### src/rtl/multicycle_ctrl_if.sv
// Control/status bundle between the multicycle controller and its datapath/memory.
// The master side is the controller; the slave side is the datapath that supplies op/funct and mem_ack.
interface multicycle_ctrl_if;
    logic [5:0]  op;
    logic [5:0]  funct;
    logic        mem_ack;
    logic        ir_wr;
    logic        pc_wr;
    logic [1:0]  pc_src;
    logic        reg_wr;
    logic [1:0]  wb_sel;
    logic [1:0]  alu_op;
    logic        mem_req;
    logic        mem_we;
    logic        illegal;
    logic [31:0] retired;
    logic [3:0]  state;

    modport master (
        input  op, funct, mem_ack,
        output ir_wr, pc_wr, pc_src, reg_wr, wb_sel, alu_op,
               mem_req, mem_we, illegal, retired, state
    );

    modport slave (
        output op, funct, mem_ack,
        input  ir_wr, pc_wr, pc_src, reg_wr, wb_sel, alu_op,
               mem_req, mem_we, illegal, retired, state
    );
endinterface

### src/rtl/multicycle_ctrl.sv
// Multicycle MIPS-subset control FSM: sequences fetch/decode/execute/memory/write-back
// and counts retired instructions.
module multicycle_ctrl (
    input  logic              clk,
    input  logic              rst,
    multicycle_ctrl_if.master bus
);
    typedef enum logic [3:0] {
        FETCH    = 4'd0,
        DECODE   = 4'd1,
        EXEC_R   = 4'd2,
        EXEC_I   = 4'd3,
        MEM_ADDR = 4'd4,
        MEM_RD   = 4'd5,
        MEM_WR   = 4'd6,
        WB       = 4'd7,
        BRANCH   = 4'd8,
        JUMP     = 4'd9,
        JR       = 4'd10,
        ILLEGAL  = 4'd11
    } state_t;

    localparam logic [5:0] OP_RTYPE = 6'b000000;
    localparam logic [5:0] OP_ADDI  = 6'b001000;
    localparam logic [5:0] OP_ORI   = 6'b001101;
    localparam logic [5:0] OP_LW    = 6'b100011;
    localparam logic [5:0] OP_SW    = 6'b101011;
    localparam logic [5:0] OP_BEQ   = 6'b000100;
    localparam logic [5:0] OP_J     = 6'b000010;
    localparam logic [5:0] FN_JR    = 6'b001000;

    state_t      state_reg;
    logic [31:0] retired_reg;

    logic        ir_wr_c;
    logic        pc_wr_c;
    logic [1:0]  pc_src_c;
    logic        reg_wr_c;
    logic [1:0]  wb_sel_c;
    logic [1:0]  alu_op_c;
    logic        mem_req_c;
    logic        mem_we_c;
    logic        illegal_c;
    logic        xfer_done;
    state_t      decode_next;

    // mem_req_c is already zero outside memory states, so stray acks are ignored
    assign xfer_done = mem_req_c & bus.mem_ack;

    always_comb begin
        decode_next = ILLEGAL;
        case (bus.op)
            OP_RTYPE: begin
                case (bus.funct)
                    FN_JR:     decode_next = JR;
                    6'b100000,
                    6'b100010,
                    6'b100100,
                    6'b100101,
                    6'b101010: decode_next = EXEC_R;
                    default:   decode_next = ILLEGAL;
                endcase
            end
            OP_ADDI, OP_ORI: decode_next = EXEC_I;
            OP_LW, OP_SW:    decode_next = MEM_ADDR;
            OP_BEQ:          decode_next = BRANCH;
            OP_J:            decode_next = JUMP;
            default:         decode_next = ILLEGAL;
        endcase
    end

    always_ff @(posedge clk or posedge rst) begin
        if (rst) begin
            state_reg   <= FETCH;
            retired_reg <= 32'd0;
        end else begin
            if (pc_wr_c && state_reg != ILLEGAL)
                retired_reg <= retired_reg + 32'd1;
            case (state_reg)
                FETCH:    state_reg <= xfer_done ? DECODE : FETCH;
                DECODE:   state_reg <= decode_next;
                EXEC_R:   state_reg <= WB;
                EXEC_I:   state_reg <= WB;
                MEM_ADDR: state_reg <= (bus.op == OP_SW) ? MEM_WR : MEM_RD;
                MEM_RD:   state_reg <= xfer_done ? WB : MEM_RD;
                MEM_WR:   state_reg <= xfer_done ? FETCH : MEM_WR;
                WB:       state_reg <= FETCH;
                BRANCH:   state_reg <= FETCH;
                JUMP:     state_reg <= FETCH;
                JR:       state_reg <= FETCH;
                ILLEGAL:  state_reg <= FETCH;
                default:  state_reg <= FETCH;
            endcase
        end
    end

    // Outputs decode from the state register; reset masks them immediately,
    // including an in-flight memory request.
    always_comb begin
        ir_wr_c   = 1'b0;
        pc_wr_c   = 1'b0;
        pc_src_c  = 2'b00;
        reg_wr_c  = 1'b0;
        wb_sel_c  = 2'b00;
        alu_op_c  = 2'b00;
        mem_req_c = 1'b0;
        mem_we_c  = 1'b0;
        illegal_c = 1'b0;
        if (!rst) begin
            case (state_reg)
                FETCH: begin
                    mem_req_c = 1'b1;
                    ir_wr_c   = bus.mem_ack;
                end
                EXEC_R: alu_op_c = 2'b10;
                EXEC_I: alu_op_c = (bus.op == OP_ORI) ? 2'b11 : 2'b00;
                MEM_RD: mem_req_c = 1'b1;
                MEM_WR: begin
                    mem_req_c = 1'b1;
                    mem_we_c  = 1'b1;
                    pc_wr_c   = bus.mem_ack;
                end
                WB: begin
                    reg_wr_c = 1'b1;
                    pc_wr_c  = 1'b1;
                    if (bus.op == OP_RTYPE)
                        wb_sel_c = 2'b00;
                    else if (bus.op == OP_LW)
                        wb_sel_c = 2'b10;
                    else
                        wb_sel_c = 2'b01;
                end
                BRANCH: begin
                    alu_op_c = 2'b01;
                    pc_wr_c  = 1'b1;
                    pc_src_c = 2'b01;
                end
                JUMP: begin
                    pc_wr_c  = 1'b1;
                    pc_src_c = 2'b10;
                end
                JR: begin
                    pc_wr_c  = 1'b1;
                    pc_src_c = 2'b11;
                end
                ILLEGAL: begin
                    illegal_c = 1'b1;
                    pc_wr_c   = 1'b1;
                end
                default: begin
                    pc_wr_c = 1'b0;
                end
            endcase
        end
    end

    assign bus.ir_wr   = ir_wr_c;
    assign bus.pc_wr   = pc_wr_c;
    assign bus.pc_src  = pc_src_c;
    assign bus.reg_wr  = reg_wr_c;
    assign bus.wb_sel  = wb_sel_c;
    assign bus.alu_op  = alu_op_c;
    assign bus.mem_req = mem_req_c;
    assign bus.mem_we  = mem_we_c;
    assign bus.illegal = illegal_c;
    assign bus.retired = retired_reg;
    assign bus.state   = state_reg;
endmodule

### src/flat_wrapper.sv
// flat-port wrapper written by rule: the top's interface ports become plain ports
module multicycle_ctrl_flat 
  (clk, rst, bus_op, bus_funct, bus_mem_ack, bus_ir_wr, bus_pc_wr, bus_pc_src, bus_reg_wr, bus_wb_sel, bus_alu_op, bus_mem_req, bus_mem_we, bus_illegal, bus_retired, bus_state);
  multicycle_ctrl_if bus_i ();
  input  logic clk;
  input  logic rst;
  input wire logic [$bits(bus_i.op)-1:0] bus_op;
  input wire logic [$bits(bus_i.funct)-1:0] bus_funct;
  input wire logic [$bits(bus_i.mem_ack)-1:0] bus_mem_ack;
  output wire logic [$bits(bus_i.ir_wr)-1:0] bus_ir_wr;
  output wire logic [$bits(bus_i.pc_wr)-1:0] bus_pc_wr;
  output wire logic [$bits(bus_i.pc_src)-1:0] bus_pc_src;
  output wire logic [$bits(bus_i.reg_wr)-1:0] bus_reg_wr;
  output wire logic [$bits(bus_i.wb_sel)-1:0] bus_wb_sel;
  output wire logic [$bits(bus_i.alu_op)-1:0] bus_alu_op;
  output wire logic [$bits(bus_i.mem_req)-1:0] bus_mem_req;
  output wire logic [$bits(bus_i.mem_we)-1:0] bus_mem_we;
  output wire logic [$bits(bus_i.illegal)-1:0] bus_illegal;
  output wire logic [$bits(bus_i.retired)-1:0] bus_retired;
  output wire logic [$bits(bus_i.state)-1:0] bus_state;
  assign bus_i.op = bus_op;
  assign bus_i.funct = bus_funct;
  assign bus_i.mem_ack = bus_mem_ack;
  assign bus_ir_wr = bus_i.ir_wr;
  assign bus_pc_wr = bus_i.pc_wr;
  assign bus_pc_src = bus_i.pc_src;
  assign bus_reg_wr = bus_i.reg_wr;
  assign bus_wb_sel = bus_i.wb_sel;
  assign bus_alu_op = bus_i.alu_op;
  assign bus_mem_req = bus_i.mem_req;
  assign bus_mem_we = bus_i.mem_we;
  assign bus_illegal = bus_i.illegal;
  assign bus_retired = bus_i.retired;
  assign bus_state = bus_i.state;
  multicycle_ctrl u_core (.clk(clk), .rst(rst), .bus(bus_i));
endmodule
### config.mk
export PLATFORM = sky130hd
export DESIGN_NAME = multicycle_ctrl_flat
export DESIGN_NICKNAME = d
export VERILOG_FILES = /design/src/rtl/multicycle_ctrl_if.sv /design/src/rtl/multicycle_ctrl.sv /design/src/flat_wrapper.sv
export SDC_FILE = /design/constraint.sdc
export NUM_CORES = 1
export LEC_CHECK = 0
export BUFFER_PORTS_ARGS = -buffer_cell sky130_fd_sc_hd__buf_2
export CORE_UTILIZATION = 30
export DETAILED_ROUTE_END_ITERATION = 10
export GPL_TIMING_DRIVEN = 0
export PLACE_DENSITY = 0.52
export SYNTH_ARGS = -nofsm -noshare
export SYNTH_HDL_FRONTEND = slang
export SYNTH_SLANG_ARGS = --single-unit
### constraint.sdc
create_clock -name clk -period 5.4 [get_ports clk]
set_input_delay 0 -clock clk [delete_from_list [all_inputs] [get_ports clk]]
set_output_delay 0 -clock clk [all_outputs]
set_load 0.01 [all_outputs]
==> metrics <==
Die X-Extent 88.0 µm; Clock Path Buffers 2; Setup Viol. Count Final 0; hpwl dp 3820 µm; warnings from Yosys 0; antenna-violating nets left 0; ys async rst share 1.00; leading cell types in the layout, fill and taps excluded buf_2 (60), dfrtp_1 (36), nand2_1 (20), nor2_1 (20), xor2_1 (19); share of layout cells above drive strength 1 0.300; CTS Sinks 36; clock slew at reported path FFs 0.07 ns; Post-Synthesis Cells 230; Yosys cell types 55; Pwr Density 315 mW/mm²; outcome completed; die area 0.00775 mm²; synthesized area per cell 9.65 µm²; max-cap violations 0; worst slew pin tran 0.785 ns; GRT Total Usage 0.141; Wirelength per Cell 13.1 µm; Switching Fraction 0.353; Final Wtd Congestion 0.828; PortBufs 58; DRT iter0 DRCs 65; first-pass GRT wire length 8470 µm; critical path class primary input to register; drt pass-1 iters 4; VDD IR-drop max 0.000175 V; Inserted Clock Buffers 5; largest net degree at the start of global routing 40; vias in the first global route 1759; Die Y 88.0 µm; Setup Buffers After CTS 0; CTS Hold Bufs 1; max frequency 431 MHz; Initial Util 0.318; RSZ-0062 raised after global routing false; htree depth 2; flop2flop setup slack 3.33 ns; ys flop type dfrtp_1; worst-path maximum fanout 39; Detailed Route WL 5150 µm; Final #Nets 312; Via density 4.86; Leak Pwr 1.40 nW; # diodes 0; ratio of final minimum period to clock period 0.430; total gr overflow 0; sequential area share after synthesis 0.406; Root Driver clkbuf_8; placed cell areas 0.00263 mm²; setup TNS 0 ns; Clk network pwr share 0.266; Post-Synthesis Cell Area 0.00222 mm²; Worst setup SP type primary input; Tmin final 2.32 ns; Yosys reg bits 36; CTS resizes 0; commonest non-fill, non-tap cell in the layout buf_2; final slew viol count 0; Worst Setup End Kind register; CTS tree built; Req. time, crit path 5.62 ns; initial antenna violation count 0; Worst-Skew Late Latency 0.29 ns; fin area 0.00275 mm²; via count 1910; Syn-to-layout area delta 23.8%; Worst Hold Class primary input to register; Sequential Power Share 0.396; Post-Syn Nets 246; Worst slew margin 0.476; Core Region 0.00698 mm²; final hold violation count 0; Pint 560 µW; skew final 0.00724 ns; # DRC 0; site row count 30; switching power 305 µW; # IOs 63; max reg flops 32; Arrival @ worst endpoint 2.54 ns; Combinational Power Share 0.338; fill cell count 750; number of enable flip-flop cells after synthesis 0
==> cell families (layout without fill, tap and decap cells) <==
kind of cell               after synthesis  in the layout  share of synthesized area
and+or+nand+nor                        113            113                      0.313
DFF                                     36             36                      0.406
xor gates and xnor gates                34             34                      0.134
AOI/OAI and AO/OA                       25             25                     0.0784
buffers and inverters                   18             85                     0.0485
adders and majority gates                2              2                     0.0101
muxes                                    2              2                    0.00958
==> cell usage after synthesis (all sizes together) (3+ instances only) <==
| library cell | instances | area share |
|---|---|---|
| nand2 | 21 | 0.039 |
| nand3 | 9 | 0.020 |
| inv | 7 | 0.012 |
| nor2 | 20 | 0.034 |
| buf | 4 | 0.020 |
| nand4 | 8 | 0.032 |
| or2 | 3 | 0.0085 |
| o21ai | 3 | 0.0068 |
| or3 | 6 | 0.017 |
| a21oi | 8 | 0.018 |
| nor2b | 5 | 0.014 |
| and4 | 4 | 0.017 |
| dfrtp | 36 | 0.41 |
| and3 | 3 | 0.0085 |
| xnor2 | 15 | 0.059 |
| clkbuf | 7 | 0.016 |
| nor3b | 3 | 0.012 |
| xor2 | 19 | 0.075 |
| nor3 | 14 | 0.034 |
| nor4 | 7 | 0.036 |
==> area by class of cell <==
class	instances	area, µm²	area share
buffer	11	81.3	0.0296
clock buffer	6	72.6	0.0264
clock inverter	2	35.0	0.0128
inverter	7	26.3	0.00956
multi-input combinational	176	1210	0.441
sequential	36	901	0.328
tap	96	120	0.0437
timing repair buffer	59	300	0.109
==> path summary, 6_finish.rpt <==
| kind | startpoint | endpoint | cells after the start |
|---|---|---|---|
| max | rst | u_core.bus.retired[31]$_DFFE_PP0P_ | 7 |
| min | bus_op[4] | u_core.bus.state[3]$_DFF_PP0_ | 3 |
| max reg2reg | u_core.bus.state[2]$_DFF_PP0_ | u_core.bus.retired[31]$_DFFE_PP0P_ | 6 |
| min reg2reg | u_core.bus.retired[31]$_DFFE_PP0P_ | u_core.bus.retired[31]$_DFFE_PP0P_ | 1 |
| max in group asynchronous | rst | u_core.bus.retired[5]$_DFFE_PP0P_ | 3 |
| min in group asynchronous | rst | u_core.bus.state[2]$_DFF_PP0_ | 3 |
==> critical path, stage by stage <==
cell and delay, ns:
dlygate4sd3_1 0.53, buf_2 0.18, inv_2 0.59, a32o_2 0.39
nand4_2 0.31, nor4_2 0.36, xor2_1 0.16
==> metal layers <==
| layer | vias to the layer above | part of all wire | GRT usage |
|---|---|---|---|
| li1 | 948 | - | - |
| met1 | 900 | 0.49 | 0.188 |
| met2 | 53 | 0.46 | 0.227 |
| met3 | 9 | 0.039 | 0.0283 |
| met4 | 0 | 0.013 | 0.0484 |
| met5 | - | 0 | 0 |
==> power groups by stage <==
stage               sequential [mW]  combinational (mW)  clock [mW]
global placement              0.348               0.292           0
CTS                           0.344               0.293       0.238
floorplan                     0.350               0.187           0
finish                        0.343               0.292       0.230
global route                  0.350               0.322       0.245
detailed placement            0.348               0.291           0
==> per-stage QoR <==
step | std cells | hold slack [ns] | worst slack, ns | total power [mW] | util
final | 393 | 0.0789 | 3.08 | 0.864 | 0.394
after global routing | 393 | 0.122 | 2.77 | 0.916 | 0.394
after CTS | 393 | 0.0729 | 2.99 | 0.875 | 0.394
after detailed placement | 384 | 0.289 | 3.24 | 0.639 | 0.377
after global placement | 384 | 0.375 | 2.69 | 0.640 | 0.377
after floorplan | 230 | 0.129 | 3.31 | 0.537 | -
(Power assumes the default switching activity.)
